===== config.mk =====
export PLATFORM = sky130hd
export DESIGN_NAME = neuron_mac
export DESIGN_NICKNAME = d
export VERILOG_FILES = /design/src/rtl/fx_pkg.sv /design/src/rtl/fx_round_sat.sv /design/src/rtl/neuron_mac.sv
export SDC_FILE = /design/constraint.sdc
export NUM_CORES = 1
export LEC_CHECK = 0
export CELL_PAD_IN_SITES_DETAIL_PLACEMENT = 1
export CELL_PAD_IN_SITES_GLOBAL_PLACEMENT = 1
export CORE_MARGIN = 5
export CORE_UTILIZATION = 40
export DETAILED_ROUTE_END_ITERATION = 8
export PLACE_DENSITY = 0.78
export SKIP_LAST_GASP = 1
export SYNTH_ARGS = -nofsm -noshare
export SYNTH_HDL_FRONTEND = slang
export SYNTH_SLANG_ARGS = --single-unit

===== constraint.sdc =====
create_clock -name clk -period 3.56 [get_ports clk]
set_input_delay 0.356 -clock clk [delete_from_list [all_inputs] [get_ports clk]]
set_output_delay 0.356 -clock clk [all_outputs]
set_load 0.005 [all_outputs]

===== src/rtl/fx_pkg.sv =====
// Shared Q4.16 fixed-point definitions for the neuron datapath (MAC and sigmoid).
package fx_pkg;

  localparam int DW   = 20;
  localparam int FRAC = 16;

  localparam logic [DW-1:0] FX_MAX = 20'h7FFFF;
  localparam logic [DW-1:0] FX_MIN = 20'h80000;
  localparam int            FX_ONE = 65536;

  typedef logic signed [DW-1:0] fx_t;

  typedef enum logic [1:0] {
    IDLE  = 2'd0,
    ACC   = 2'd1,
    ROUND = 2'd2,
    OUT   = 2'd3
  } mac_state_t;

endpackage


===== src/rtl/fx_round_sat.sv =====
// Round-half-up and saturate a wide Q.32-style accumulator down to a DW-bit fixed-point value.
module fx_round_sat #(
  parameter int ACC_W = 48,
  parameter int DW    = 20,
  parameter int FRAC  = 16
) (
  input  logic signed [ACC_W-1:0] val_i,
  output logic signed [DW-1:0]    z_o,
  output logic                    sat_o
);

  // One guard bit so adding the half-LSB can never wrap.
  localparam int RW = ACC_W + 1;
  localparam logic signed [RW-1:0] HALF  = RW'(1) << (FRAC - 1);
  localparam logic signed [RW-1:0] MAX_R = (RW'(1) << (DW - 1)) - RW'(1);
  localparam logic signed [RW-1:0] MIN_R = -(RW'(1) << (DW - 1));

  function automatic logic signed [RW-1:0] round_half_up(input logic signed [ACC_W-1:0] v);
    logic signed [RW-1:0] t;
    t = {v[ACC_W-1], v};
    t = t + HALF;
    return t >>> FRAC;
  endfunction

  function automatic logic [DW:0] saturate(input logic signed [RW-1:0] r);
    if (r > MAX_R) begin
      return {1'b1, MAX_R[DW-1:0]};
    end else if (r < MIN_R) begin
      return {1'b1, MIN_R[DW-1:0]};
    end else begin
      return {1'b0, r[DW-1:0]};
    end
  endfunction

  logic signed [RW-1:0] r;
  logic [DW:0]          rs;

  assign r     = round_half_up(val_i);
  assign rs    = saturate(r);
  assign sat_o = rs[DW];
  assign z_o   = rs[DW-1:0];

endmodule


===== src/rtl/neuron_mac.sv =====
// Streaming multiply-accumulate producing a neuron's saturated Q4.16 pre-activation
// (bias + sum of x*w) under a valid/ready handshake; feeds the sigmoid stage.
module neuron_mac #(
  parameter int N_INPUTS = 8,
  parameter int DW       = 20,
  parameter int FRAC     = 16,
  parameter int ACC_W    = 48
) (
  input  logic                 clk,
  input  logic                 rst_n,
  input  logic                 start,
  input  logic signed [DW-1:0] bias,
  input  logic                 in_valid,
  output logic                 in_ready,
  input  logic signed [DW-1:0] x_in,
  input  logic signed [DW-1:0] w_in,
  output logic                 out_valid,
  input  logic                 out_ready,
  output logic signed [DW-1:0] z_pre,
  output logic                 sat,
  output logic                 busy
);
  import fx_pkg::*;

  localparam int         PW       = 2 * DW;
  localparam logic [7:0] LAST_CNT = 8'(N_INPUTS - 1);

  mac_state_t              state_q, state_d;
  logic signed [ACC_W-1:0] acc_q, acc_d;
  logic [7:0]              cnt_q, cnt_d;
  logic signed [DW-1:0]    z_q, z_d;
  logic                    sat_q, sat_d;
  logic signed [PW-1:0]    prod_p0;
  logic                    vld_p0;
  logic                    beat;
  logic                    round_done;
  logic signed [DW-1:0]    rs_z;
  logic                    rs_sat;

  assign beat       = in_valid && in_ready;
  // ROUND waits until the product still in flight has been absorbed.
  assign round_done = (state_q == ROUND) && !vld_p0;

  always_ff @(posedge clk or negedge rst_n) begin
    if (!rst_n) state_q <= IDLE;
    else        state_q <= state_d;
  end

  always_comb begin
    state_d = state_q;
    case (state_q)
      IDLE:    if (start) state_d = ACC;
      ACC:     if (beat && (cnt_q == LAST_CNT)) state_d = ROUND;
      ROUND:   if (!vld_p0) state_d = OUT;
      OUT:     if (out_ready) state_d = IDLE;
      default: state_d = IDLE;
    endcase
  end

  always_comb begin
    in_ready  = (state_q == ACC);
    out_valid = (state_q == OUT);
    busy      = (state_q != IDLE);
  end

  // Stage p0: registered product
  always_ff @(posedge clk) begin
    if (beat) prod_p0 <= PW'(x_in) * PW'(w_in);
  end

  always_ff @(posedge clk or negedge rst_n) begin
    if (!rst_n) vld_p0 <= 1'b0;
    else        vld_p0 <= beat;
  end

  // Stage p1: accumulate, then round/saturate into the held output
  always_comb begin
    acc_d = acc_q;
    cnt_d = cnt_q;
    if ((state_q == IDLE) && start) begin
      acc_d = $signed({{(ACC_W-DW){bias[DW-1]}}, bias}) <<< FRAC;
      cnt_d = 8'd0;
    end else begin
      if (vld_p0) acc_d = acc_q + $signed({{(ACC_W-PW){prod_p0[PW-1]}}, prod_p0});
      if (beat)   cnt_d = cnt_q + 8'd1;
    end
  end

  always_comb begin
    z_d   = z_q;
    sat_d = sat_q;
    if (round_done) begin
      z_d   = rs_z;
      sat_d = rs_sat;
    end
  end

  always_ff @(posedge clk or negedge rst_n) begin
    if (!rst_n) begin
      acc_q <= '0;
      cnt_q <= '0;
      z_q   <= '0;
      sat_q <= 1'b0;
    end else begin
      acc_q <= acc_d;
      cnt_q <= cnt_d;
      z_q   <= z_d;
      sat_q <= sat_d;
    end
  end

  fx_round_sat #(
    .ACC_W (ACC_W),
    .DW    (DW),
    .FRAC  (FRAC)
  ) u_round_sat (
    .val_i (acc_q),
    .z_o   (rs_z),
    .sat_o (rs_sat)
  );

  assign z_pre = z_q;
  assign sat   = sat_q;

endmodule


Word-level counts from Yosys, hierarchy flattened
Cells that the tools add are included.
W data, S select, Z words.
{"block": "op_classes", "addsub": 3, "n_mul": 1, "magnitude_cmp": 2, "n_eq_ne": 8, "mux": 11, "n_reduce_logical": 10}
{"operator": "$mux W48", "n": 2}
{"operator": "$add A48 B17 Y49 const B", "n": 1}
{"operator": "$add A48 B40 Y48", "n": 1}
{"operator": "$mux W21", "n": 2}
{"operator": "$mul A20 B20 Y40", "n": 1}
{"operator": "$gt A33 B20 Y1 const B", "n": 1}
{"operator": "$lt A33 B20 Y1 const B", "n": 1}
{"operator": "$mux W8", "n": 2}
{"operator": "$add A8 B1 Y8 const B", "n": 1}
{"operator": "$eq A8 B3 Y1 const B", "n": 1}
{"operator": "$mux W2", "n": 4}
{"operator": "$pmux W2 S4", "n": 1}
{"operator": "$reduce_bool A2 Y1", "n": 3}
{"operator": "$eq A2 B2 Y1 const B", "n": 2}
{"operator": "$logic_and A1 B1 Y1", "n": 4}
{"operator": "$ne A2 B1 Y1 const B", "n": 2}
{"operator": "$ne A2 B2 Y1 const B", "n": 2}
{"operator": "$reduce_and A4 Y1", "n": 1}
{"operator": "$eq A2 B1 Y1 const B", "n": 1}
{"operator": "$logic_not A2 Y1", "n": 1}
{"operator": "$logic_not A1 Y1", "n": 1}
{"block": "totals", "regBits": 120, "in_bits": 65, "out_inout_bits": 24, "word_cells": 42}

Logic depth before layout (Yosys ltp)
Gate-level depths: netlist (run 1).
{"block": "logic_depth", "ltp_word": 5, "depth_mapped": 27, "mapped_depth_nobuf": 26}

By module
A second synthesis (run 1) with hierarchy kept.
{"block": "hier_totals", "hier_cells": 2567, "area_unflattened_um2": 23760.3}
{"module": "neuron_mac", "instances": 1, "cells_each": 2424, "area_each_um2": 22765.6}
{"module": "fx_round_sat", "instances": 1, "cells_each": 143, "area_each_um2": 994.7}

Least setup slack after synthesis (run 1)
Ideal clock, no wire load.
{"block": "synth_timing", "kind": "input port to flip-flop", "from": "input w_in[13]", "to": "register prod_p0[38], data pin", "setup_ns": 0.262, "t_arrival_ns": 6.761, "setup_slack_ns": -3.464, "stages": 25, "n_path_buf": 1, "path_cell_list": "clkbuf_1 > nand2_1 > fa_1 > inv_1 > fa_1 > inv_1 > fa_1 > inv_1 > fa_1 > fa_1 > fa_1 > inv_1 > fa_1 > inv_1 > ha_1 > a21oi_1 > a21boi_0 > a311oi_1 > nand3_1 > a31oi_1 > a21oi_1 > or4_1 > a31oi_1 > a21oi_1 > xor2_1"}
{"block": "synth_via", "elab_chain_len": 1}
{"element": "from (decl)", "line_no": "neuron_mac.sv:16", "source": "input logic signed [DW-1:0] w_in,"}
{"element": "$mul A20 B20 Y40", "line_no": "neuron_mac.sv:68", "source": "if (beat) prod_p0 <= PW'(x_in) * PW'(w_in);"}
{"element": "to (signal assigned)", "line_no": "neuron_mac.sv:68"}
{"element": "to (decl)", "line_no": "neuron_mac.sv:33", "source": "logic signed [PW-1:0] prod_p0;"}
No other way between the ends.
A chain may end at the register's enable or synchronous reset.

Worst setup path in the final report (run 1)
{"block": "layout_timing", "from": "input w_in[12]", "to": "register prod_p0[38], data pin"}
The elaborated chain is that of the path after synthesis.

==> Flow_metrics.wiki, run 1 <==
{| class="wikitable"
! Metric !! Value
|-
| Antenna Cells || 0
|-
| Fin. Hold Viols || 0
|-
| Endpoint kind of the worst setup timing path || flip-flop
|-
| Final weighted congestion in routability-driven placement || 0.920
|-
| Std cell rows || 88
|-
| Portion of the post-synthesis area used by sequential elements || 13.8%
|-
| Max Clk Rate || 0.139 GHz
|-
| Final net count || 3569
|-
| Total nets after synthesis || 3186
|-
| Post-detail-place hpwl || 59000 um
|-
| Placement Setup Slack || -3.85 ns
|-
| Vias/cell || 5.79
|-
| Max-slew headroom at the worst pin || 26.4%
|-
| Unrepaired setup endpoints after global routing || true
|-
| Final Routed Wirelength || around 100000 um
|-
| Biggest fanout along the worst timing path || 7
|-
| Port-buffer cells || 88
|-
| H-tree level count || 4
|-
| Synth warnings || 0
|-
| Number of storage elements in the synthesis netlist || 120
|-
| DRT Pass-1 Iters || 5
|-
| Async set or reset register ratio after synthesis || about two thirds
|-
| Setup-failing EPs final || 35
|-
| Die Span Y || 251 um
|-
| Share of the core filled with cells || a little over half
|-
| Initial Utilization || 40.3%
|-
| Top cells by area in the synthesized netlist || sky130_fd_sc_hd__fa_1, sky130_fd_sc_hd__ha_1, sky130_fd_sc_hd__dfrtp_1, sky130_fd_sc_hd__inv_1, sky130_fd_sc_hd__and2_1
|-
| Root buffer cell || sky130_fd_sc_hd__clkbuf_16
|-
| Synth unique cells || 74
|-
| Total clock buffers created by CTS || 17
|-
| Cell accounting for the most synthesized area || sky130_fd_sc_hd__fa_1
|-
| Clock slew at the register clock pins of the worst setup and hold paths || 0.06 ns
|-
| Core region area || between 50000 and 60000 um^2
|-
| Critical path data arrival time || 7.36 ns
|-
| Mapped cell area || 23200 um^2
|-
| Clock latency on the worst-skew pair || 0.44 ns
|-
| Worst Setup Path Type || input pin to flip-flop
|-
| Post-synth EDFFs || 40
|-
| Proportion of layout cells with a drive suffix above 1 || 27.3%
|-
| Total global routing overflow || 0
|-
| Clock sinks || between 100 and 150
|-
| Launching element type of the critical path || input pin
|-
| Violations in the final reports || setup timing
|-
| Worst-case clock skew || 0.0145 ns
|-
| Pin count of the biggest net entering global routing || 81
|-
| Hold buffers post-CTS || 0
|-
| DRC viols || 0
|-
| First-pass GRT wire length || 139000 um
|-
| Horiz. Die Dim || 251 um
|-
| Number of buffers on the longest clock path || 2
|-
| Maxcap violations || 0
|-
| Cell with the most instances after synthesis || sky130_fd_sc_hd__inv_1
|-
| Area growth from synthesis to final layout || 30.5%
|-
| Area share of the largest cell type after synthesis || 36.3%
|-
| Average footprint of a synthesized cell || 9.14 um^2
|-
| Type of the tightest min-delay check || input pin to asynchronous set/reset pin
|-
| Clock tree from TritonCTS || done
|-
| Routed len/inst || 27.6 um
|-
| Routed vias || about 21k
|-
| Share of the cycle needed by the critical path after routing || 202%
|-
| Required @ worst endpoint || 3.74 ns
|-
| I/O pin count || 89
|-
| Initial antenna violation count || 0
|-
| Routed Antenna Nets || 0
|-
| Outcome || complete, but fails checks
|-
| Fin. max-slew vios || 0
|-
| Pin slew with the least headroom to its limit || between 1 and 1.5 ns
|-
| Gate count of the mapped netlist || 2539
|-
| Via count of the first global-routing pass || 23.8k
|-
| Die Area || 62900 um^2
|-
| Final worst setup slack || -3.63 ns
|-
| Total global-route track usage || 28.2%
|-
| Most used flip-flop cell after synthesis || sky130_fd_sc_hd__dfrtp_1
|-
| Most frequent cells after synthesis || sky130_fd_sc_hd__inv_1, sky130_fd_sc_hd__fa_1, sky130_fd_sc_hd__nand2_1, sky130_fd_sc_hd__and2_1, sky130_fd_sc_hd__ha_1
|-
| Shortest clock period the worst path allows after layout || 7.19 ns
|-
| Initial DRC count || 1472
|}
[through the flow]
step,instances,cell area (um^2),hold WS (ns),TNS (ns)
CTS,3678,29600,0.167,-79.47
global route,3700,30300,0.184,-95.89
finish,3700,30300,0.0837,-94.16
detailed placement,3539,27300,0.499,-107.99
floorplan,2539,24100,0.0604,-71.98
global placement,3539,27300,0.492,-102.07
[critical path, cell delays in order]
cell and delay [ns]:
sky130_fd_sc_hd__dlygate4sd2_1 0.25, sky130_fd_sc_hd__buf_6 0.16, sky130_fd_sc_hd__buf_4 0.15, sky130_fd_sc_hd__nand2_1 0.18
sky130_fd_sc_hd__fa_1 0.61, sky130_fd_sc_hd__inv_1 0.08, sky130_fd_sc_hd__fa_1 0.48, sky130_fd_sc_hd__fa_1 0.56
sky130_fd_sc_hd__fa_1 0.64, sky130_fd_sc_hd__fa_1 0.47, sky130_fd_sc_hd__fa_1 0.57, sky130_fd_sc_hd__inv_1 0.09
sky130_fd_sc_hd__fa_1 0.59, sky130_fd_sc_hd__inv_1 0.09, sky130_fd_sc_hd__ha_4 0.25, sky130_fd_sc_hd__a21o_1 0.21
sky130_fd_sc_hd__nor2b_1 0.22, sky130_fd_sc_hd__nand3_2 0.15, sky130_fd_sc_hd__a31oi_4 0.21, sky130_fd_sc_hd__a21oi_2 0.10
sky130_fd_sc_hd__or4_4 0.45, sky130_fd_sc_hd__a31oi_4 0.21, sky130_fd_sc_hd__a21oi_2 0.10, sky130_fd_sc_hd__xor2_1 0.18
[flip-flops by register name (all words and copies together), names as in the netlist]
signal,cells
sat,1
acc_q,48
cnt_q,8
vld_p0,1
z_pre,20
state_q,2
prod_p0,40
[kinds of logic (layout without fill, tap and decap cells)]
| kind of cell | count (synthesis) | after routing | share of synthesized area, % |
|---|---|---|---|
| adder cells (fa/ha/maj) | 582 | 582 | 45.0 |
| multiplexers | 36 | 36 | 1.56 |
| XOR/XNOR | 110 | 110 | 4.15 |
| buffers and inverters | 615 | 1011 | 10.0 |
| AND/OR/NAND/NOR | 733 | 733 | 16.0 |
| AO/OA/AOI/OAI | 343 | 343 | 9.45 |
| flip-flops | 120 | 120 | 13.8 |
[cell type report]
type | count | area (um^2)
clock inverters | 14 | 129
flip-flops and latches | 120 | 3200
well taps | 765 | 957
fillers | 6378 | 27300
repair buffers | 479 | 4610
inverters | 500 | 1880
multi-input cells | 1804 | 19100
clock buffers | 18 | 429
[path summary, 6_finish.rpt]
path / to / cells after the start / from / slack [ns]
setup / recovery: prod_p0[38] / 24 / w_in[12] / -3.63
hold reg to reg: z_pre[17] / 1 / z_pre[17] / 0.51
setup reg to reg: acc_q[46] / 14 / acc_q[0] / 0.14
hold / removal: acc_q[1] / 1 / rst_n / 0.08
min in group clk: z_pre[17] / 1 / z_pre[17] / 0.51
max in group asynchronous: vld_p0 / 1 / rst_n / 2.67
[per-layer routing]
metal	share of wire (%)	up-vias	global-route usage [%]
met3	6.5	628	4.20
met4	9.1	0	16.8
met5	0	-	0
li1	-	8677	-
met2	49	1269	50.0
met1	35	10900	32.3
[placed cells by master (no fill, tap or decap), types with 14 or more instances in the layout]
| cell type | synthesis | routed |
|---|---|---|
| sky130_fd_sc_hd__nor3_1 | 20 | 16 |
| sky130_fd_sc_hd__xnor2_1 | 68 | 64 |
| sky130_fd_sc_hd__o21a_1 | 14 | 14 |
| sky130_fd_sc_hd__nand2_1 | 232 | 213 |
| sky130_fd_sc_hd__a21oi_1 | 100 | 81 |
| sky130_fd_sc_hd__nand4_1 | 18 | 18 |
| sky130_fd_sc_hd__ha_4 | 0 | 40 |
| sky130_fd_sc_hd__o21ai_0 | 39 | 34 |
| sky130_fd_sc_hd__buf_12 | 0 | 31 |
| sky130_fd_sc_hd__a21o_1 | 53 | 53 |
| sky130_fd_sc_hd__clkdlybuf4s50_1 | 0 | 49 |
| sky130_fd_sc_hd__fa_1 | 421 | 374 |
| sky130_fd_sc_hd__inv_2 | 0 | 72 |
| sky130_fd_sc_hd__ha_1 | 161 | 120 |
| sky130_fd_sc_hd__inv_1 | 500 | 426 |
| sky130_fd_sc_hd__mux2i_1 | 34 | 34 |
| sky130_fd_sc_hd__nor2_2 | 3 | 14 |
| sky130_fd_sc_hd__clkbuf_16 | 0 | 17 |
| sky130_fd_sc_hd__and2_4 | 0 | 71 |
| sky130_fd_sc_hd__xor2_1 | 42 | 41 |
| sky130_fd_sc_hd__dfrtp_1 | 80 | 79 |
| sky130_fd_sc_hd__fa_2 | 0 | 47 |
| sky130_fd_sc_hd__nand3_1 | 28 | 24 |
| sky130_fd_sc_hd__o22a_1 | 19 | 19 |
| sky130_fd_sc_hd__nor2_1 | 121 | 108 |
| sky130_fd_sc_hd__buf_4 | 1 | 294 |
| sky130_fd_sc_hd__nand2b_1 | 17 | 16 |
| sky130_fd_sc_hd__a31oi_1 | 18 | 14 |
| sky130_fd_sc_hd__and2_1 | 225 | 152 |
| sky130_fd_sc_hd__nand2_2 | 1 | 14 |
| sky130_fd_sc_hd__edfxtp_1 | 40 | 40 |
| sky130_fd_sc_hd__buf_2 | 1 | 16 |
| sky130_fd_sc_hd__o21ai_1 | 33 | 32 |
| sky130_fd_sc_hd__buf_6 | 2 | 62 |
[timing repair]
action,in CTS,in global routing
endpoints found under the setup margin,36,37
gates resized for setup,333,169
pin swaps,153,139
buffers inserted,95,42
cloned,15,0
endpoints found under the hold margin,0,0
Power of run 1 is not shown: default switching activity piles up to over one toggle a cycle in this logic, so the estimate is an artifact.
==> run 2: changes to the inputs <==
Settings changed: CORE_ASPECT_RATIO set to 0.5, CTS_BUF_LIST set to sky130_fd_sc_hd__clkbuf_8.
==> run 2 against run 1 <==
- the flow finishes with violations (hold timing, setup timing)
- count of clock-buffer cells in the layout is the same
- flip-flop and latch count is the same
- first-iteration DRC count grew 86%
- fmax shrank 3.1%
- global-route usage grew 1.9 points
- via count grew 8.9%
- clock skew grew 0.0098 ns
- setup slack lost 0.23 ns
- non-clock buffer count grew 19
- critical endpoint is now prod_p0[33]
- largest cell class unchanged
==> Flow_metrics.wiki, run 2 (synthesis results as in run 1) <==
{| class="wikitable"
! Metric !! Value
|-
| Outcome || complete, but fails checks
|-
| Violations in the final reports || hold timing, setup timing
|-
| Layout fillers || 6360
|-
| Register containing the most flip-flops in the final layout || acc_q
|-
| Biggest fanout along the worst timing path || 6
|-
| Final net count || 3588
|-
| Area growth from synthesis to final layout || 30.5%
|-
| Die Span Y || 180 um
|-
| Total clock buffers created by CTS || 17
|-
| Initial DRC count || 2745
|-
| Post-detail-place hpwl || 61800 um
|-
| Pin count of the biggest net entering global routing || 69
|-
| Final weighted congestion in routability-driven placement || 0.906
|-
| Final hold slack || -0.00691 ns
|-
| Core region area || 57400 um^2
|-
| Horiz. Die Dim || 351 um
|-
| Clock sinks || 120
|-
| Endpoint kind of the worst setup timing path || flip-flop
|-
| Maxcap violations || 0
|-
| Total global-route track usage || around 30%
|-
| DRC viols || 0
|-
| Vias/cell || 6.27
|-
| Share of the cycle needed by the critical path after routing || 208%
|-
| Launching element type of the critical path || input pin
|-
| Area of the multi-input gates || roughly 19000 um^2
|-
| Port-buffer cells || around 90
|-
| Routed Antenna Nets || 0
|-
| Clock tree from TritonCTS || done
|-
| H-tree level count || 4
|-
| Routed length on met1 || 40400 um
|-
| Unrepaired setup endpoints after global routing || true
|-
| Pin slew with the least headroom to its limit || 0.913 ns
|-
| Final Routed Wirelength || approximately 120000 um
|-
| Required @ worst endpoint || 3.78 ns
|-
| Initial antenna violation count || 1
|-
| Std cell rows || 62
|-
| Max-slew headroom at the worst pin || 39.1%
|-
| Shortest clock period the worst path allows after layout || about 7.4 ns
|-
| Critical path data arrival time || around 7.6 ns
|-
| Fin. Hold Viols || 1
|-
| DRT Pass-1 Iters || 6
|-
| Worst Setup Path Type || input pin to flip-flop
|-
| Type of the tightest min-delay check || input pin to asynchronous set/reset pin
|-
| Fin. max-slew vios || 0
|-
| Proportion of layout cells with a drive suffix above 1 || 28.8%
|-
| Root buffer cell || sky130_fd_sc_hd__clkbuf_8
|-
| Total met2 wirelength after detailed routing || 52900 um
|-
| Via count of the first global-routing pass || 24.6k
|-
| Length of routed met3 wiring || 14900 um
|-
| Setup-failing EPs final || 36
|-
| Max Clk Rate || 0.135 GHz
|-
| Uppermost signal routing layer after detailed routing || met5
|-
| Commonest cells after routing, fill and taps aside || sky130_fd_sc_hd__inv_1, sky130_fd_sc_hd__fa_1, sky130_fd_sc_hd__buf_4
|-
| Final worst setup slack || -3.86 ns
|-
| Routed vias || 23.3k
|-
| Area occupied by registers || 3200 um^2
|-
| Number of flip-flops in the largest register || 48
|-
| Number of buffers on the longest clock path || 2
|-
| Clock latency on the worst-skew pair || about 0.48 ns
|-
| Total global routing overflow || 0
|-
| Initial Utilization || 40.4%
|-
| Die Area || between 60000 and 70000 um^2
|-
| Commonest non-fill, non-tap cell in the layout || sky130_fd_sc_hd__inv_1
|-
| Routed len/inst || 32.7 um
|-
| First-pass GRT wire length || 147000 um
|-
| Worst-case clock skew || 0.0243 ns
|-
| I/O pin count || slightly below 90
|-
| Clock slew at the register clock pins of the worst setup and hold paths || 0.10 ns
|}
==> run 2: changes by cell type in the layout (fill, tap and decap cells not counted), moves of 10 or more <==
| cell | delta |
|---|---|
| sky130_fd_sc_hd__buf_12 | -12 |
| sky130_fd_sc_hd__clkbuf_8 | +18 |
| sky130_fd_sc_hd__nand2_1 | -13 |
| sky130_fd_sc_hd__buf_6 | +27 |
| sky130_fd_sc_hd__inv_2 | +12 |
| sky130_fd_sc_hd__clkbuf_16 | -17 |
| sky130_fd_sc_hd__inv_1 | -10 |
==> run 2: metrics by stage <==
step | utilization, % | TNS, ns | cell area [um^2] | instances | worst slack [ns]
finish | 52.7 | -104.33 | 30300 | 3724 | -3.86
global route | 52.7 | -104.34 | 30300 | 3723 | -3.80
CTS | 51.3 | -81.07 | 29500 | 3708 | -2.94
detailed placement | 47.4 | -108.21 | 27200 | 3536 | -3.87
global placement | 47.4 | -102.76 | 27200 | 3536 | -3.63
floorplan | - | -71.98 | 24100 | 2539 | -2.93
==> run 2: what timing repair did <==
item	in CTS	in global routing
setup endpoints to repair	36	41
hold buffers	0	0
hold endpoints to repair	0	0
resized for setup	348	219
pin swaps	189	161
buffers inserted	132	36
gates cloned	16	0
==> run 2: area by class of cell <==
type                       instances  area share, %
inverter                         500           6.23
clock buffer                      18          0.818
timing repair buffer             498           15.6
tap                              768           3.17
antenna                            2         0.0165
sequential                       120           10.6
clock inverter                    14          0.364
multi-input combinational       1804           63.2
==> run 2: critical path, stage by stage <==
cell and delay [ns]:
sky130_fd_sc_hd__buf_2 0.12, sky130_fd_sc_hd__buf_12 0.14, sky130_fd_sc_hd__buf_8 0.15, sky130_fd_sc_hd__and2_1 0.18
sky130_fd_sc_hd__fa_1 0.43, sky130_fd_sc_hd__inv_1 0.30, sky130_fd_sc_hd__fa_2 0.52, sky130_fd_sc_hd__fa_2 0.75
sky130_fd_sc_hd__inv_2 0.15, sky130_fd_sc_hd__fa_1 0.43, sky130_fd_sc_hd__fa_1 0.44, sky130_fd_sc_hd__fa_1 0.60
sky130_fd_sc_hd__inv_2 0.05, sky130_fd_sc_hd__fa_1 0.57, sky130_fd_sc_hd__inv_2 0.07, sky130_fd_sc_hd__ha_4 0.18
sky130_fd_sc_hd__a21o_1 0.18, sky130_fd_sc_hd__a21o_1 0.16, sky130_fd_sc_hd__a21o_1 0.24, sky130_fd_sc_hd__a21o_1 0.18
sky130_fd_sc_hd__a221o_1 0.43, sky130_fd_sc_hd__buf_6 0.16, sky130_fd_sc_hd__nor2_4 0.15, sky130_fd_sc_hd__or2_4 0.20
sky130_fd_sc_hd__o21ai_4 0.09, sky130_fd_sc_hd__a21oi_2 0.25, sky130_fd_sc_hd__xnor2_2 0.15
==> run 2: worst paths after layout <==
kind | startpoint | end | slack, ns | cells past startpoint
worst max-delay path | x_in[8] | prod_p0[33] | -3.86 | 27
worst min-delay path | rst_n | acc_q[0] | -0.007 | 1
worst max register to register | prod_p0[14] | acc_q[44] | 0.05 | 11
worst min register to register | z_pre[0] | z_pre[0] | 0.51 | 1
max in group asynchronous | rst_n | acc_q[33] | 2.79 | 2
min in group clk | bias[2] | acc_q[18] | 0.50 | 3
==> run 2: routing by layer <==
metal	global-route usage, %	vias up
li1	-	8720
met1	34.6	11400
met2	51.3	2146
met3	7.13	1056
met4	18.2	10
met5	0	-
Power of run 2 is left out for the same reason.
